### config.mk
export PLATFORM = sky130hd
export DESIGN_NAME = jtag_shift_engine
export DESIGN_NICKNAME = d
export VERILOG_FILES = /design/src/rtl/jtag_pkg.sv /design/src/rtl/jtag_shift_engine_sync2.sv /design/src/rtl/jtag_shift_engine.sv
export SDC_FILE = /design/constraint.sdc
export NUM_CORES = 1
export LEC_CHECK = 0
export BUFFER_PORTS_ARGS = -buffer_cell sky130_fd_sc_hd__buf_2
export CORE_MARGIN = 2
export CORE_UTILIZATION = 30
export DETAILED_ROUTE_END_ITERATION = 10
export GPL_TIMING_DRIVEN = 0
export HOLD_SLACK_MARGIN = 0.08
export PLACE_DENSITY_LB_ADDON = 0.2
export SLEW_MARGIN = 20
export SYNTH_ARGS = -nofsm -noshare
export SYNTH_HDL_FRONTEND = slang
export SYNTH_SLANG_ARGS = --single-unit
### constraint.sdc
create_clock -name clk -period 3.3 [get_ports clk]
set_input_delay 0.165 -clock clk [delete_from_list [all_inputs] [get_ports clk]]
set_output_delay 0.165 -clock clk [all_outputs]
set_load 0.02 [all_outputs]
### src/rtl/jtag_pkg.sv
// Shared types and constants for the JTAG shift engine.
package jtag_pkg;

    typedef enum logic [2:0] {
        IDLE,
        LOW,
        HIGH,
        WAIT_RH,
        WAIT_RL,
        RESP
    } state_t;

    localparam int MIN_DIV    = 2;
    localparam int SYNC_DEPTH = 2;

endpackage

### src/rtl/jtag_shift_engine_sync2.sv
// Two-flop synchronizer for the asynchronous TDO/RTCK pins.
module sync2
    import jtag_pkg::*;
(
    input  logic clk,
    input  logic rst,
    input  logic d,
    output logic q
);

    logic [SYNC_DEPTH-1:0] ff;

    always_ff @(posedge clk or posedge rst) begin
        if (rst) ff <= '0;
        else     ff <= {ff[SYNC_DEPTH-2:0], d};
    end

    assign q = ff[SYNC_DEPTH-1];

endmodule

### src/rtl/jtag_shift_engine.sv
// Byte-wide JTAG shift sequencer: drives TCK/TDI/TMS, captures TDO,
// with a fixed half-period divider or adaptive clocking against RTCK.
module jtag_shift_engine
    import jtag_pkg::*;
#(
    parameter int DIV_W  = 8,
    parameter int TO_CYC = 1023
) (
    input  logic             clk,
    input  logic             rst,
    input  logic             cmd_valid,
    output logic             cmd_ready,
    input  logic [7:0]       cmd_data,
    input  logic [2:0]       cmd_len,
    input  logic             cmd_tms,
    input  logic             cmd_tms_last,
    output logic             rsp_valid,
    input  logic             rsp_ready,
    output logic [7:0]       rsp_data,
    output logic             rsp_err,
    input  logic [DIV_W-1:0] div,
    input  logic             adaptive,
    output logic             tck,
    output logic             tdi,
    output logic             tms,
    input  logic             tdo,
    input  logic             rtck,
    output logic             busy
);

    localparam int TO_W = $clog2(TO_CYC + 1);
    localparam logic [TO_W-1:0] TO_LAST = TO_W'(TO_CYC - 1);
    localparam logic [DIV_W-1:0] DIV_MIN = DIV_W'(MIN_DIV);

    state_t state, state_n;

    logic [7:0]       data_q, data_n;
    logic [2:0]       len_q, len_n;
    logic [2:0]       idx_q, idx_n;
    logic             tmsb_q, tmsb_n;
    logic             tmsl_q, tmsl_n;
    logic [DIV_W-1:0] div_q, div_n;
    logic [DIV_W-1:0] cnt_q, cnt_n;
    logic             adp_q, adp_n;
    logic [TO_W-1:0]  to_q, to_n;
    logic [7:0]       cap_q, cap_n;
    logic             err_q, err_n;
    logic             vld_q, vld_n;
    logic             tck_q, tck_n;
    logic             tdi_q, tdi_n;
    logic             tms_q, tms_n;
    logic             tdo_s, rtck_s;

    sync2 u_sync_tdo  (.clk(clk), .rst(rst), .d(tdo),  .q(tdo_s));
    sync2 u_sync_rtck (.clk(clk), .rst(rst), .d(rtck), .q(rtck_s));

    always_ff @(posedge clk or posedge rst) begin
        if (rst) begin
            state  <= IDLE;
            data_q <= '0;
            len_q  <= '0;
            idx_q  <= '0;
            tmsb_q <= 1'b1;
            tmsl_q <= 1'b1;
            div_q  <= DIV_MIN;
            cnt_q  <= '0;
            adp_q  <= 1'b0;
            to_q   <= '0;
            cap_q  <= '0;
            err_q  <= 1'b0;
            vld_q  <= 1'b0;
            tck_q  <= 1'b0;
            tdi_q  <= 1'b0;
            tms_q  <= 1'b1;
        end else begin
            state  <= state_n;
            data_q <= data_n;
            len_q  <= len_n;
            idx_q  <= idx_n;
            tmsb_q <= tmsb_n;
            tmsl_q <= tmsl_n;
            div_q  <= div_n;
            cnt_q  <= cnt_n;
            adp_q  <= adp_n;
            to_q   <= to_n;
            cap_q  <= cap_n;
            err_q  <= err_n;
            vld_q  <= vld_n;
            tck_q  <= tck_n;
            tdi_q  <= tdi_n;
            tms_q  <= tms_n;
        end
    end

    always_comb begin
        state_n = state;
        data_n  = data_q;
        len_n   = len_q;
        idx_n   = idx_q;
        tmsb_n  = tmsb_q;
        tmsl_n  = tmsl_q;
        div_n   = div_q;
        cnt_n   = cnt_q;
        adp_n   = adp_q;
        to_n    = to_q;
        cap_n   = cap_q;
        err_n   = err_q;
        vld_n   = vld_q;
        tdi_n   = tdi_q;
        tms_n   = tms_q;

        unique case (state)
            IDLE: begin
                if (cmd_valid) begin
                    data_n  = cmd_data;
                    len_n   = cmd_len;
                    tmsb_n  = cmd_tms;
                    tmsl_n  = cmd_tms_last;
                    div_n   = (div < DIV_MIN) ? DIV_MIN : div;
                    adp_n   = adaptive;
                    idx_n   = '0;
                    cnt_n   = '0;
                    cap_n   = '0;
                    err_n   = 1'b0;
                    state_n = LOW;
                end
            end
            LOW: begin
                if (cnt_q == div_q) begin
                    cnt_n   = '0;
                    to_n    = '0;
                    state_n = adp_q ? WAIT_RH : HIGH;
                end else begin
                    cnt_n = cnt_q + 1'b1;
                end
            end
            WAIT_RH: begin
                if (rtck_s) begin
                    cnt_n   = '0;
                    state_n = HIGH;
                end else if (to_q == TO_LAST) begin
                    err_n   = 1'b1;
                    state_n = RESP;
                end else begin
                    to_n = to_q + 1'b1;
                end
            end
            HIGH: begin
                if (cnt_q == div_q) begin
                    cap_n[idx_q] = tdo_s;
                    cnt_n        = '0;
                    to_n         = '0;
                    if (adp_q) begin
                        state_n = WAIT_RL;
                    end else if (idx_q == len_q) begin
                        state_n = RESP;
                    end else begin
                        idx_n   = idx_q + 3'd1;
                        state_n = LOW;
                    end
                end else begin
                    cnt_n = cnt_q + 1'b1;
                end
            end
            WAIT_RL: begin
                if (!rtck_s) begin
                    cnt_n = '0;
                    if (idx_q == len_q) begin
                        state_n = RESP;
                    end else begin
                        idx_n   = idx_q + 3'd1;
                        state_n = LOW;
                    end
                end else if (to_q == TO_LAST) begin
                    err_n   = 1'b1;
                    state_n = RESP;
                end else begin
                    to_n = to_q + 1'b1;
                end
            end
            RESP: begin
                vld_n = 1'b1;
                if (vld_q && rsp_ready) begin
                    vld_n   = 1'b0;
                    state_n = IDLE;
                end
            end
            default: state_n = IDLE;
        endcase

        // Pins are registered from the next state so they switch with it
        tck_n = (state_n == HIGH) || (state_n == WAIT_RH);
        if (state_n == LOW) begin
            tdi_n = data_n[idx_n];
            tms_n = (idx_n == len_n) ? tmsl_n : tmsb_n;
        end
    end

    assign cmd_ready = (state == IDLE);
    assign busy      = (state != IDLE);
    assign rsp_valid = vld_q;
    assign rsp_data  = cap_q;
    assign rsp_err   = err_q;
    assign tck       = tck_q;
    assign tdi       = tdi_q;
    assign tms       = tms_q;

endmodule

-- After elaboration in Yosys (flattened, before gate mapping)
Index checks and enable logic that the tools add are counted.
Widths: inputs -> output; s select.
- word-level logic and storage cells: 109
- register bits: 63
- input bits: 28
- output and inout port bits: 15
- order comparisons: 4
- reduce and logical (&&, ||, !) cells: 15
- eq/ne operators: 19
- $add $sub $neg: 3
- multiplexer cells: 50
- operator list (kind ; count):
    $mux 8 ; 8
    $mux 3 ; 16
    $mux 10 ; 4
    $pmux 8 s4 ; 1
    $pmux 10 s3 ; 1
    $pmux 3 s6 ; 1
    $pmux 8 s2 ; 1
    $mux 1 ; 13
    $eq 3x2->1 const B ; 4
    $reduce_and 4->1 ; 3
    $add 10x1->10 const B ; 1
    $eq 10x10->1 const B ; 1
    $pmux 3 s3 ; 1
    $reduce_bool 3->1 ; 3
    $add 8x1->8 const B ; 1
    $bwmux 8 ; 1
    $eq 8x8->1 ; 1
    $lt 3x4->1 const B ; 2
    $lt 8x2->1 const B ; 1
    $ne 2x2->1 const B ; 4
    $eq 3x1->1 const B ; 2
    $eq 3x3->1 ; 2
    $eq 3x3->1 const B ; 2
    $ne 2x1->1 const B ; 3
    other kinds (13) ; 14

-- Logic depth before layout (Yosys ltp)
Gate-level depths: netlist (run 1).
- word-level depth: 7
- depth in mapped cells: 12
- depth with buffers taken out: 10

-- Modules after synthesis
Synthesis (run 1) repeated with hierarchy kept, for this count alone.
- cells, all modules: 354
- area total of the unflattened synthesis: 3316.9 µm²
- modules (own cells, without submodules) (module ; cells an instance ; sequential area each (µm²) ; area an instance (µm²) ; times used):
    jtag_shift_engine ; 348 ; 1481.4 ; 3209.3 ; 1
    sync2 ; 3 ; 50.0 ; 53.8 ; 2

-- Worst setup path before layout (run 1)
Ideal clock, no wire load.
- kind: reg2reg
- start point: reg state[2]
- end point: reg tdi_q, in the netlist tdi
- period minus slack after synthesis: 2.671 ns
- library setup time: 0.124 ns
- path buffers: 3
- data required time: 3.176 ns
- arrival: 2.547 ns
- setup slack: 0.629 ns
- cell stages (with the launch flop): 12
- cells stage by stage: dfrtp_1 -> buf_6 -> or3_1 -> inv_1 -> and2_1 -> clkbuf_1 -> buf_2 -> mux2i_1 -> inv_1 -> o211ai_1 -> a22oi_1 -> o31a_1
- longest elaborated chain between the ends: 4
- elaborated cells between the ends (all ways): 19
- classes of those cells: eq/ne: 6; mux: 12; reduce/logical: 1
- RTL lines (what ; line ; RTL):
    from (decl) ; jtag_shift_engine.sv:35 ; state_t state, state_n;
    from (signal assigned) ; jtag_shift_engine.sv:76 ; state <= state_n;
    $logic_not 3->1 ; n/a ;
    named net cmd_ready ; jtag_shift_engine.sv:12 ; output logic cmd_ready,
    $mux 8 ; jtag_shift_engine.sv:112 ; unique case (state)
    named net data_n[3] ; jtag_shift_engine.sv:37 ; logic [7:0] data_q, data_n;
    $bmux 1 s3 ; jtag_shift_engine.sv:194 ; tdi_n = data_n[idx_n];
    $mux 1 (not written as such) ; jtag_shift_engine.sv:194 ;
    to (signal assigned) ; jtag_shift_engine.sv:90 ; tdi_q <= tdi_n;
    to (decl) ; jtag_shift_engine.sv:50 ; logic tdi_q, tdi_n;
The timed path passes the listed nets, and every way through them passes these cells. The select of a mux whose other input is x is not followed.
A chain may end at the register's enable or synchronous reset.

-- Final worst setup path (run 1)
- start point: reg cnt_q[3]
- end point: reg tdi_q, in the netlist tdi
- elaborated cells between the ends (all ways): 9
- classes of those cells: eq/ne: 2; mux: 7
- RTL lines (what ; line ; RTL):
    from (decl) ; jtag_shift_engine.sv:43 ; logic [DIV_W-1:0] cnt_q, cnt_n;
    from (signal assigned) ; jtag_shift_engine.sv:83 ; cnt_q <= cnt_n;
    $eq 8x8->1 (*) ; jtag_shift_engine.sv:129, jtag_shift_engine.sv:149 ;
    $mux 3 (on tied branches) ; jtag_shift_engine.sv:149, jtag_shift_engine.sv:129 ;
    $pmux 3 s6 (*) ; jtag_shift_engine.sv:112 ;
    named net state_n[1] ; jtag_shift_engine.sv:35 ;
    $eq 3x1->1 (*) ; jtag_shift_engine.sv:193 ; if (state_n == LOW) begin
The timed path passes the listed nets; every way through them passes the cells marked *. The select of a mux whose other input is x is not followed.

==> results.toml, run 1 <==
[clock_tree]
h-tree-depth = 3
hold_buffers = 18
cts_post_setup_buffers_inserted = 0
clk_latency_ns = 0.32
postCtsResizedCells = 0
cts_made_buffers = 9
clock_path_buffers = 2
clk_pin_slew_ns = 0.06
clock-sinks = 63
cts_tree = "yes"
cts_root_buf = "clkbuf_16"

[detailed_routing]
drc = 0
drt_iter0_markers = 100
via_per_inst = 5.01
drt_wl_total_mm = 8.38
ant_nets = 0
post_drt_wl_per_cell_um = 14.4
dr.pass1.iters = 4
vias = 2920

[setup_path]
critPathSlowestCell = "or3b_2"
cp_max_fo = 10
crit_type = "flip-flop to flip-flop"
max_stage_delay_ns = 0.57
crit_arrival_ns = 3.12
cp_cell_sequence = "xor2_1 -> nor4_2 -> and2_1 -> buf_4 -> mux2i_1 -> a311oi_1 -> or3b_2 -> a31o_1 -> o31a_1"
end_kind = "flip-flop"
critPathLaunchType = "flip-flop"
cp.required_ns = 3.51
critPathBufInv = 1
crit_family = "simple AND/OR/NAND/NOR gates"

[logic_synthesis]
synth-warning-count = 0
syn_inst = 366
syn-mean-instance-area_um2 = 9.27
ys_ff_latch = 63
synth_edf_count = 0
async_flop_share = 1.00
synth_cell_types = 61
syn_nets = 398
synth-main-ff-cell = "dfrtp_1"
synth.cell_area_um2 = 3390
synth_seq_area_share = 0.466

[power_and_ir_drop]
ir_drop_mv = 0.358
power-per-cell-area_nw_per_um2 = 801
leakage_nw = 2.02

[sta]
max_freq_mhz = 344
relSlewSlack = 0.444
layout_min_cycle_time_ns = 2.91
fin_setup_tns_ns = 0
setup_violations = 0
finalCritPeriodShare = 0.881
drv_slew = 0
worstMarginPinSlew_ns = 0.834
rsz0062_at_grt = "false"
hold_viol_final = 0
finClkSkew_ns = 0.00884

[final_layout]
areaGrowthSynthToFinish_pct = 26.9
utilization = 0.393
final_common_cell = "nand2_1"
antennaDiodeCount = 0
final.fill_count = 1129
layout-drive-gt1-share = 0.190
final_cell_mix = "68 x nand2_1, 59 x dfrtp_1, 45 x buf_2, 30 x o21ai_0, 20 x nor2_1"
nNetsFinal = 470
multi_input_area_um2 = 1660
regArea_um2 = 1580

[placement]
place_congestion = 0.773
io_buffers = 42
dp_hpwl_mm = 5.88

[floorplan]
die_h_um = 110
io_pins = 43
start_util = 0.310
core_um2 = 10900
die_area_um2 = 12200
rows = 38
die_x_um = 110

[status]
status = "finished clean"

[grt]
grt_overflow = 0
grt_pass1_vias = 3046
grt_max_degree = 42
groute.usage.overall = 0.156
antenna_found_initial = 0
grt_first_pass_wirelength_mm = 14.7

[flow_run]
maxCapViolCount = 0

[min_path]
holdCritPathClass = "primary input to flip-flop"
## Yosys cell counts, types with 2 or more instances
master / number / area [µm²]
buf_2: 3 / 15.0
a311oi_1: 2 / 17.5
or3_1: 3 / 18.8
mux2i_1: 8 / 80.1
and3_1: 8 / 50.1
a22o_1: 2 / 17.5
dfstp_2: 4 / 105
nor2_1: 20 / 75.1
and2_1: 3 / 18.8
nand2b_1: 3 / 18.8
o21ai_0: 30 / 150
o31ai_1: 8 / 60.1
xor2_1: 10 / 87.6
clkbuf_1: 10 / 37.5
a31oi_1: 6 / 37.5
ha_1: 4 / 50.1
nor4_2: 2 / 25.0
nand4_1: 3 / 18.8
nand3_1: 14 / 70.1
inv_1: 19 / 71.3
xnor2_1: 8 / 70.1
o211ai_1: 8 / 60.1
nor3_1: 6 / 30.0
a21oi_1: 16 / 80.1
nand2_1: 68 / 255
dfrtp_1: 59 / 1480
a22oi_1: 2 / 15.0
a21o_1: 2 / 15.0
and4_1: 3 / 26.3
## per-stage QoR
step | worst slack, ns | instances | total power, mW | hold WS [ns] | area (µm²)
after floorplan | 0.629 | 366 | 2.09 | 0.196 | 3390
after global placement | 0.416 | 548 | 2.41 | 0.277 | 3780
after detailed placement | 0.405 | 549 | 2.43 | 0.153 | 3800
after CTS | 0.387 | 583 | 3.48 | 0.0848 | 4300
after global routing | 0.186 | 583 | 3.73 | 0.105 | 4300
final | 0.392 | 583 | 3.44 | 0.0990 | 4300
## power breakdown
part | internal (mW) | leakage [nW] | switching (mW)
Combinational | 0.477 | 1.05 | 0.792
Sequential | 1.00 | 0.810 | 0.158
Clock | 0.678 | 0.162 | 0.338
Total | 2.16 | 2.02 | 1.29
## kinds of logic after synthesis
group | after synthesis | synth area share
AO/OA/AOI/OAI | 96 | 0.204
XOR/XNOR | 18 | 0.0465
AND/OR/NAND/NOR | 140 | 0.196
flip-flops | 63 | 0.466
buffers and inverters | 36 | 0.0450
multiplexers | 9 | 0.0277
adder cells (fa/ha/maj) | 4 | 0.0148
## flip-flops by register name, indices dropped and copies added, names as in the netlist, 2 cells and up
name and flops:
data_q 8, rsp_data 8, cnt_q 8, u_sync_rtck.ff 2, div_q 8, u_sync_tdo.ff 2
len_q 3, idx_q 3, to_q 10, state 3
## area by class of cell
type / count / area share
multi-input combinational: 267 / 0.385
clock buffer: 10 / 0.0555
sequential: 63 / 0.368
timing repair buffer: 61 / 0.0954
clock inverter: 6 / 0.0195
buffer: 15 / 0.0166
inverter: 21 / 0.0195
tap: 140 / 0.0407
## worst min-delay path: stages
cell,delay (ns)
buf_2,0.08
mux2i_1,0.09
inv_1,0.06
## final timing paths
kind	startpoint	end	slack, ns	depth (start not counted)
worst max-delay path	cnt_q[3]	tdi	0.39	9
worst min-delay path	cmd_len[1]	len_q[1]	0.1	3
worst max register to register	cnt_q[3]	tdi	0.39	9
worst min register to register	u_sync_rtck.ff[0]	u_sync_rtck.ff[1]	0.36	0
max in group asynchronous	rst	div_q[1]	2.37	4
min in group asynchronous	rst	len_q[1]	0.37	3
## per-layer routing
metal  part of all wire  GRT usage  routed length, µm  vias to the layer above
met5                  0          0                  0                        -
met3              0.027     0.0323                223                        4
met2               0.50      0.266               4180                       39
met4             0.0070     0.0509                 59                        0
li1                   -          -                  -                     1454
met1               0.47      0.199               3910                     1423
Note: power is estimated with default switching activity, not from simulation.
==> run 2, diff against run 1 <==
--- a/config.mk
+++ b/config.mk
@@ -12,5 +12,5 @@
 export GPL_TIMING_DRIVEN = 0
 export HOLD_SLACK_MARGIN = 0.08
-export PLACE_DENSITY_LB_ADDON = 0.2
+export PLACE_DENSITY_LB_ADDON = 0.1
 export SLEW_MARGIN = 20
 export SYNTH_ARGS = -nofsm -noshare
==> constraint.sdc (replaced) <==
create_clock -name clk -period 3.3 [get_ports clk]
set_input_delay 0.66 -clock clk [delete_from_list [all_inputs] [get_ports clk]]
set_output_delay 0.66 -clock clk [all_outputs]
set_load 0.02 [all_outputs]
==> results.toml, run 2 (synthesis results as in run 1) <==
[status]
status = "finished clean"

[placement]
place_area_um2 = 3800
io_buffers = 42
place_congestion = 0.792
pre_cts_ws_ns = 0.414
dp_hpwl_mm = 6.10

[detailed_routing]
vias = 2834
drc = 0
dr.pass1.iters = 4
drt_wl_total_mm = 8.43
ant_nets = 0
drt_iter0_markers = 94
post_drt_wl_per_cell_um = 14.9
via_per_inst = 5.02

[grt]
met1_usage = 0.203
grt_max_degree = 34
met2_usage = 0.252
grt_pass1_vias = 2975
groute.usage.overall = 0.159
grt_overflow = 0
grt_first_pass_wirelength_mm = 14.6
antenna_found_initial = 0
use_met3 = 0.0435
gr-max-usage-layer = "met2"

[final_layout]
largest_reg_flops = 10
areaGrowthSynthToFinish_pct = 22.2
largest_register = "to_q"
nNetsFinal = 452
final_common_cell = "nand2_1"
finalInstanceArea_um2 = 4150
layout-drive-gt1-share = 0.198
multi_input_area_um2 = 1660
final.fill_count = 1159
final_cell_mix = "68 x nand2_1, 59 x dfrtp_1, 45 x buf_2, 30 x o21ai_0, 20 x nor2_1"
antennaDiodeCount = 0
regArea_um2 = 1580

[setup_path]
rr_startpoint = "cnt_q[3]"
end_kind = "flip-flop"
cp_max_fo = 6
critPathLaunchType = "flip-flop"
startpoint = "cnt_q[3]"
crit_type = "flip-flop to flip-flop"
crit_arrival_ns = 3.10
cp.required_ns = 3.52

[min_path]
holdCritPathClass = "primary input to async pin"

[floorplan]
start_util = 0.310
die_x_um = 110
die_h_um = 110
io_pins = 43
rows = 38
core_um2 = 10900
die_area_um2 = 12200

[clock_tree]
clock-sinks = 63
cts_made_buffers = 9
h-tree-depth = 3
clk_latency_ns = 0.33
hold_buffers = 0
cts_post_setup_buffers_inserted = 0
postCtsResizedCells = 0
clk_pin_slew_ns = 0.05
cts_root_buf = "clkbuf_16"
clock_path_buffers = 2
cts_tree = "yes"

[sta]
layout_min_cycle_time_ns = 2.88
finalCritPeriodShare = 0.871
finClkSkew_ns = 0.00440
drv_slew = 0
setup_violations = 0
fin_setup_tns_ns = 0
relSlewSlack = 0.449
worstMarginPinSlew_ns = 0.826
max_freq_mhz = 348
rsz0062_at_grt = "false"
hold_viol_final = 0
finalWorstSetupSlack_ns = 0.425

[power_and_ir_drop]
ir_drop_mv = 0.369
leakage_nw = 1.95
power-per-cell-area_nw_per_um2 = 852

[flow_run]
maxCapViolCount = 0
-- run 2: cell type report --
class / count / area share
Buffer: 15 / 0.0172
Clock buffer: 10 / 0.0576
Clock inverter: 6 / 0.0260
Inverter: 21 / 0.0202
Multi-Input combinational cell: 267 / 0.400
Sequential cell: 63 / 0.381
Tap cell: 140 / 0.0422
Timing Repair Buffer: 43 / 0.0555
-- run 2: critical path, cell delays in order, from the launching register on --
cell and delay, ns:
dfrtp_1 0.44, xor2_1 0.17, nor4_2 0.41, nand2_1 0.25, o41ai_2 0.63, o32ai_1 0.28, a21oi_1 0.20, a22oi_1 0.08
o31a_1 0.30
-- run 2: final timing paths --
kind / to / slack, ns / cells past startpoint
max reg2reg: tdi / 0.42 / 8
max: tdi / 0.42 / 8
max in group asynchronous: div_q[1] / 2.40 / 3
min: data_q[2] / 0.32 / 2
min in group clk: u_sync_rtck.ff[1] / 0.35 / 0
min reg2reg: u_sync_rtck.ff[1] / 0.35 / 0
-- run 2: stage by stage --
step / instances / hold slack [ns] / utilization / total power, mW
2_1_floorplan: 366 / 0.331 / - / 2.09
3_3_place_gp: 548 / 0.341 / 0.345 / 2.42
3_5_place_dp: 549 / 0.344 / 0.347 / 2.45
4_1_cts: 565 / 0.336 / 0.379 / 3.58
5_1_grt: 565 / 0.356 / 0.379 / 3.81
6_report: 565 / 0.322 / 0.379 / 3.53
-- run 2: report_power, final --
group	switching, mW	internal, mW	total, mW
clock	0.359	0.755	1.11
combinational	0.794	0.464	1.26
sequential	0.160	1.00	1.16
total	1.31	2.22	3.53
-- run 2: metal layers --
metal	wire, µm	vias up
li1	-	1409
met1	3970	1358
met2	3950	52
met3	317	15
met4	191	0
met5	0	-
